--- config.mk ---
export PLATFORM = sky130hd
export DESIGN_NAME = fetch_unit
export DESIGN_NICKNAME = d
export VERILOG_FILES = /design/src/rtl/fetch_pkg.sv /design/src/rtl/fetch_unit.sv
export SDC_FILE = /design/constraint.sdc
export NUM_CORES = 1
export LEC_CHECK = 0
export ABC_CLOCK_PERIOD_IN_PS = 1600
export CAP_MARGIN = 15
export CORE_ASPECT_RATIO = 0.6
export CORE_MARGIN = 10
export CORE_UTILIZATION = 35
export CTS_BUF_LIST = sky130_fd_sc_hd__clkbuf_8
export DETAILED_ROUTE_END_ITERATION = 8
export GPL_TIMING_DRIVEN = 0
export PLACE_DENSITY = 0.9
export SKIP_LAST_GASP = 1
export SYNTH_ARGS = -nofsm -noshare
export SYNTH_HDL_FRONTEND = slang
export SYNTH_SLANG_ARGS = --single-unit
--- constraint.sdc ---
create_clock -name clk -period 1.6 [get_ports clk]
set_input_delay 0.32 -clock clk [delete_from_list [all_inputs] [get_ports clk]]
set_output_delay 0.32 -clock clk [all_outputs]
set_load 0.1 [all_outputs]
--- src/rtl/fetch_pkg.sv ---
// ---------------------------------------------------------------------------
// fetch_pkg
//   Shared types and defaults for the instruction fetch sequencer.
//   - fetch_state_t    : sequencer state (opcode byte, extension byte, hold)
//   - LONG_OP_MASK_DEF : default bitmap of 2-byte opcodes (C..F are long)
// ---------------------------------------------------------------------------
package fetch_pkg;

   typedef enum logic [1:0] {
      S_OP   = 2'd0,
      S_EXT  = 2'd1,
      S_HOLD = 2'd2
   } fetch_state_t;

   localparam logic [15:0] LONG_OP_MASK_DEF = 16'hF000;

endpackage : fetch_pkg

--- src/rtl/fetch_unit.sv ---
// ---------------------------------------------------------------------------
// fetch_unit
//   Instruction fetch sequencer between the PC register and the decoder.
//   Reads ROM bytes at the current PC, assembles 1- or 2-byte instructions,
//   steers the PC (sequential advance or taken branch) and presents each
//   complete instruction on a valid/ready handshake.
//
// Ports
//   clk          in   rising-edge clock
//   Rst          in   asynchronous active-low reset
//   pc_addr      in   current PC value
//   pc_newaddr   out  next PC value (to PC register load input)
//   pc_en        out  PC load strobe
//   rom_data     in   ROM byte at pc_addr (combinational read)
//   instr_valid  out  opcode/operand/target hold a complete instruction
//   instr_ready  in   decoder accepts the instruction this cycle
//   opcode       out  byte0 upper nibble
//   operand      out  byte0 lower nibble
//   target       out  {operand, byte1} for long opcodes, else 0
//   branch_req   in   taken branch, honoured only on an accepting cycle
//   branch_addr  in   branch destination
//   instr_count  out  accepted-instruction counter (FETCH_PERF_EN only)
//
// Configuration
//   FETCH_PERF_EN : when defined, adds the saturating 16-bit instr_count
//                   port and counter.
// ---------------------------------------------------------------------------
module fetch_unit
   import fetch_pkg::*;
#(
   parameter int                          ADDR_W       = 12,
   parameter int                          OP_W         = 4,
   parameter logic [(1 << OP_W)-1:0]      LONG_OP_MASK = LONG_OP_MASK_DEF
) (
   input  logic                 clk,
   input  logic                 Rst,
   input  logic [ADDR_W-1:0]    pc_addr,
   output logic [ADDR_W-1:0]    pc_newaddr,
   output logic                 pc_en,
   input  logic [2*OP_W-1:0]    rom_data,
   output logic                 instr_valid,
   input  logic                 instr_ready,
   output logic [OP_W-1:0]      opcode,
   output logic [OP_W-1:0]      operand,
   output logic [ADDR_W-1:0]    target,
   input  logic                 branch_req,
   input  logic [ADDR_W-1:0]    branch_addr
`ifdef FETCH_PERF_EN
   ,
   output logic [15:0]          instr_count
`endif
);

   fetch_state_t            r_state;
   fetch_state_t            w_next;
   logic [OP_W-1:0]         r_opcode;
   logic [OP_W-1:0]         r_operand;
   logic [ADDR_W-1:0]       r_target;
   logic                    w_accept;
   logic [OP_W-1:0]         w_rom_op;
   logic [ADDR_W-1:0]       w_pc_inc;
   logic [ADDR_W-1:0]       w_ext_target;

   assign w_rom_op     = rom_data[2*OP_W-1:OP_W];
   // Natural ADDR_W wrap gives the modulo-2^ADDR_W PC advance.
   assign w_pc_inc     = pc_addr + ADDR_W'(1);
   assign w_ext_target = ADDR_W'({r_operand, rom_data});

   assign opcode  = r_opcode;
   assign operand = r_operand;
   assign target  = r_target;

   // ---------------- state register and instruction latches ----------------
   always_ff @(posedge clk or negedge Rst) begin
      if (!Rst) begin
         r_state   <= S_OP;
         r_opcode  <= '0;
         r_operand <= '0;
         r_target  <= '0;
      end else begin
         r_state <= w_next;
         case (r_state)
            S_OP: begin
               r_opcode  <= w_rom_op;
               r_operand <= rom_data[OP_W-1:0];
               r_target  <= '0;
            end
            S_EXT: begin
               r_target <= w_ext_target;
            end
            default: ;
         endcase
      end
   end

   // ---------------- next state and PC steering ----------------
   always_comb begin
      w_next      = r_state;
      pc_en       = 1'b0;
      pc_newaddr  = '0;
      instr_valid = 1'b0;
      w_accept    = 1'b0;

      case (r_state)
         S_OP: begin
            pc_en      = 1'b1;
            pc_newaddr = w_pc_inc;
            w_next     = LONG_OP_MASK[w_rom_op] ? S_EXT : S_HOLD;
         end
         S_EXT: begin
            pc_en      = 1'b1;
            pc_newaddr = w_pc_inc;
            w_next     = S_HOLD;
         end
         S_HOLD: begin
            instr_valid = 1'b1;
            w_accept    = instr_ready;
            w_next      = w_accept ? S_OP : S_HOLD;
            // PC already points at the next byte; it only moves on a branch.
            if (w_accept && branch_req) begin
               pc_en      = 1'b1;
               pc_newaddr = branch_addr;
            end
         end
         default: w_next = S_OP;
      endcase

      // The PC strobe must stay quiet while reset is held, even though the
      // reset state (S_OP) would otherwise request an advance.
      if (!Rst) begin
         pc_en      = 1'b0;
         pc_newaddr = '0;
      end
   end

`ifdef FETCH_PERF_EN
   // ---------------- accepted-instruction counter ----------------
   logic [15:0] r_count;

   always_ff @(posedge clk or negedge Rst) begin
      if (!Rst) begin
         r_count <= '0;
      end else if (w_accept && (r_count != 16'hFFFF)) begin
         r_count <= r_count + 16'd1;
      end
   end

   assign instr_count = r_count;
`else
   // No performance counter in this build.
`endif

endmodule : fetch_unit

==> results of run 1 <==
[sequential cells by signal, summed over array words and instances (netlist names)]
register,count
r_state,2
target,12
operand,4
opcode,4
[power groups by stage]
stage                     Combinational (mW)  Clock, mW  Sequential (mW)
final                                   1.66      0.526            0.702
after global placement                  1.53          0            0.700
after detailed placement                1.55          0            0.708
after CTS                               1.63      0.528            0.697
after floorplan                        0.543          0             1.28
after global routing                    1.71      0.554            0.711
[worst register-to-register path, stage by stage (launching register included)]
cell     delay, ns
dfrtp_1       0.39
buf_6         0.12
buf_4         0.13
buf_4         0.15
nor2b_1       0.25
buf_2         0.30
a22o_1        0.17
[area by class of cell]
| cell class | count | area [um^2] | share of cell area [%] |
|---|---|---|---|
| Inverter | 3 | 18.8 | 0.751 |
| Multi-Input combinational cell | 86 | 886 | 35.4 |
| Clock inverter | 1 | 30.0 | 1.20 |
| Tap cell | 45 | 56.3 | 2.25 |
| Sequential cell | 22 | 552 | 22.1 |
| Timing Repair Buffer | 79 | 885 | 35.4 |
| Buffer | 4 | 31.3 | 1.25 |
| Clock buffer | 3 | 41.3 | 1.65 |
[worst paths after layout]
path                            cells after the start  slack (ns)                      to             startpoint
max in group asynchronous                           2        0.50    r_state[0]$_DFF_PN0_                    Rst
worst max register to register                      6        0.01   target[4]$_DFFE_PN0P_   r_state[1]$_DFF_PN0_
min in group clk                                    4        0.50    r_state[1]$_DFF_PN0_            instr_ready
worst max-delay path                                7       -0.43          pc_newaddr[10]             pc_addr[0]
worst min-delay path                                2        0.44  target[10]$_DFFE_PN0P_                    Rst
worst min register to register                      1        0.51   opcode[3]$_DFFE_PN0P_  opcode[3]$_DFFE_PN0P_
[per-layer routing]
metal | share of wire (%) | routed length (um) | vias up
met5 | 0 | 0 | -
met4 | 1.3 | 68 | 0
met3 | 3.2 | 173 | 8
met2 | 58 | 3070 | 33
met1 | 38 | 2030 | 660
li1 | - | - | 582
[stage by stage]
| step | utilization (%) | hold WS, ns | power [mW] |
|---|---|---|---|
| after global routing | 77.1 | 0.478 | 2.98 |
| after CTS | 76.0 | 0.487 | 2.85 |
| final | 77.1 | 0.438 | 2.89 |
| after floorplan | - | 0.0244 | 1.82 |
| after detailed placement | 66.7 | 0.495 | 2.26 |
| after global placement | 66.7 | 0.491 | 2.23 |
[kinds of logic (layout without fill, tap and decap cells)]
family	count (synthesis)	in the layout	share of synthesized area [%]
buf+inv	8	90	3.17
compound gates	26	26	16.4
simple gates	42	42	18.5
flops	22	22	46.6
fa+ha+maj	1	1	1.06
mux	8	8	7.62
xor+xnor	9	9	6.67
[layout by cell type (no fill, tap or decap), types with 3 or more instances in the layout]
cell type,n
clkdlybuf4s50_1,21
nand2_4,9
clkdlybuf4s15_1,3
mux2_2,8
buf_6,5
dfrtp_1,21
a22o_1,12
buf_4,9
dlygate4sd2_1,8
buf_12,11
nor2_4,8
a22oi_2,4
nand2_1,3
clkdlybuf4s18_2,3
nor2_1,8
o21ai_4,6
xnor2_1,7
clkdlybuf4s15_2,16
clkbuf_8,3
[what timing repair did]
item,CTS,global route
hold buffers,1,0
gates resized for setup,216,17
hold endpoints to repair,22,0
pin swaps,12,7
endpoints found under the setup margin,34,47
setup buffers,6,3
==> results.txt, run 1 <==
P_sw: 1.45 mW
PD cells: 1160 nW/um^2
Leak Pwr: 1.06 nW
Global-route wire length before repair: 8.25 mm
M2 GR Usage: 33.1%
Most area-hungry cell type in the Yosys netlist: dfrtp_1
Synth Area per Inst: 10.2 um^2
Fillers: 208
Final min period: 2.03 ns
Most frequent cell after synthesis: dfrtp_1
Die Wd: 95.0 um
Vias per std cell: 5.28
Status: finished, violations left
Maxcap violations: 0
Worst path top cell family by delay: buffers and inverters
Top cells by area, synth: dfrtp_1 (47%), a22o_1 (8.9%), mux2_2 (7.6%), xnor2_1 (5.9%), nor2_1 (4.8%)
Crit path DAT: 1.71 ns
Worst-skew pair later-pin latency: 0.27 ns
Synth top cells by count: dfrtp_1 (22), nor2_1 (15), nand2_1 (13), a22o_1 (12)
Initial core utilization: 36.5%
Pre-CTS WS: -2.23 ns
Mapped Cells: 116
Placed Cells: 230
IO buf count: 69
Max Slew Vio Count: 0
Netlist cell types: 29
Chip Height: 65.0 um
Layout area overhead: 111%
Register area share after synthesis: 46.6%
Final setup vio count: 13
Setup crit start kind: input pin
RD Place Congestion: 0.805
Power Internal: 1.45 mW
Fin Setup TNS: -4.94 ns
Worst clock skew: 0.0108 ns
CTS Buffer Depth: 2
Tcrit/Tclk final: 127%
CP Class: in -> out
CTS clock-pin slew for the worst setup and hold paths: 0.09 ns
Max stage delay on crit path: 0.33 ns
Drt first pass iters: 4
Hold violation count in the final report: 0
Placed cell areas: 2160 um^2
HP Class: in -> async
Yosys top cell area share: 46.6%
Diodes inserted: 0
Post-synthesis register bit count: 22
Core area: 3240 um^2
H-tree depth: 1
Initial antenna violation count: 0
Worst vdd ir: 0.746 mV
Die ar.: 6180 um^2
M1 GR Usage: 18.7%
GRT met3 Usage: 3.45%
Routed WL: 5.34 mm
Overflow after GRT: 0
Clock power frac: 18.2%
CTS Buf Count: 3
IO Pins: 70
Failing checks: setup timing
Slowest-stage cell, CP: nor4_4
Crit path buffers/inverters: 2
Grt peak-use layer: met2
Routed len/inst: 22.0 um
Post-Syn Nets: 153
Post-route insts no fill: 243
Worst EP required: 1.28 ns
CTS Sinks: 22
Largest net degree at the start of global routing: 23
Antenna Nets Post-Route: 0
Synth Warn #: 0
Crit. End Element: output port
Iter 0 DRT Violations: 46
Sequential share of power: 24.3%
Row count: 16
RSZ-0062 raised after global routing: true
Worst setup margin: -0.428 ns
Synth Flop Type: dfrtp_1
DR DRC count: 0
Via count: 1283
Asr flop ratio synth: 100%
TritonCTS clock tree: done
Vias in the first global route: 1477
CP cell instances: clkdlybuf4s15_1 -> ha_4 -> nand2_4 -> nor4_4 -> o21ai_2 -> a21oi_4 -> buf_12
Final #Nets: 236
Post-DP HPWL: 3.81 mm
Logic pwr share: 57.5%
Root Buffer: clkbuf_8
Worst relative slew slack: 35.6%
Worst slew pin tran: 0.966 ns
Sw Ratio: 50.0%
Fmax: 493 MHz
Total Routing Usage GR: 17.2%
Number of flops mapped to enable cells by yosys: 0
Crit Path Max Fanout: 4
Layout cells sized above 1: 52.5%
Synthesized cell area: 1180 um^2
Final instance area: 2500 um^2
No activity file was read; power rests on OpenSTA's default activity.
==> run 2, diff against run 1 <==
--- a/config.mk
+++ b/config.mk
@@ -14,6 +14,7 @@
 export DETAILED_ROUTE_END_ITERATION = 8
 export GPL_TIMING_DRIVEN = 0
 export PLACE_DENSITY = 0.9
+export RECOVER_POWER = 25
 export SKIP_LAST_GASP = 1
 export SYNTH_ARGS = -nofsm -noshare
 export SYNTH_HDL_FRONTEND = slang
==> results of run 2 <==
No change in the layout: final DEF, timing and power equal those of run 1.
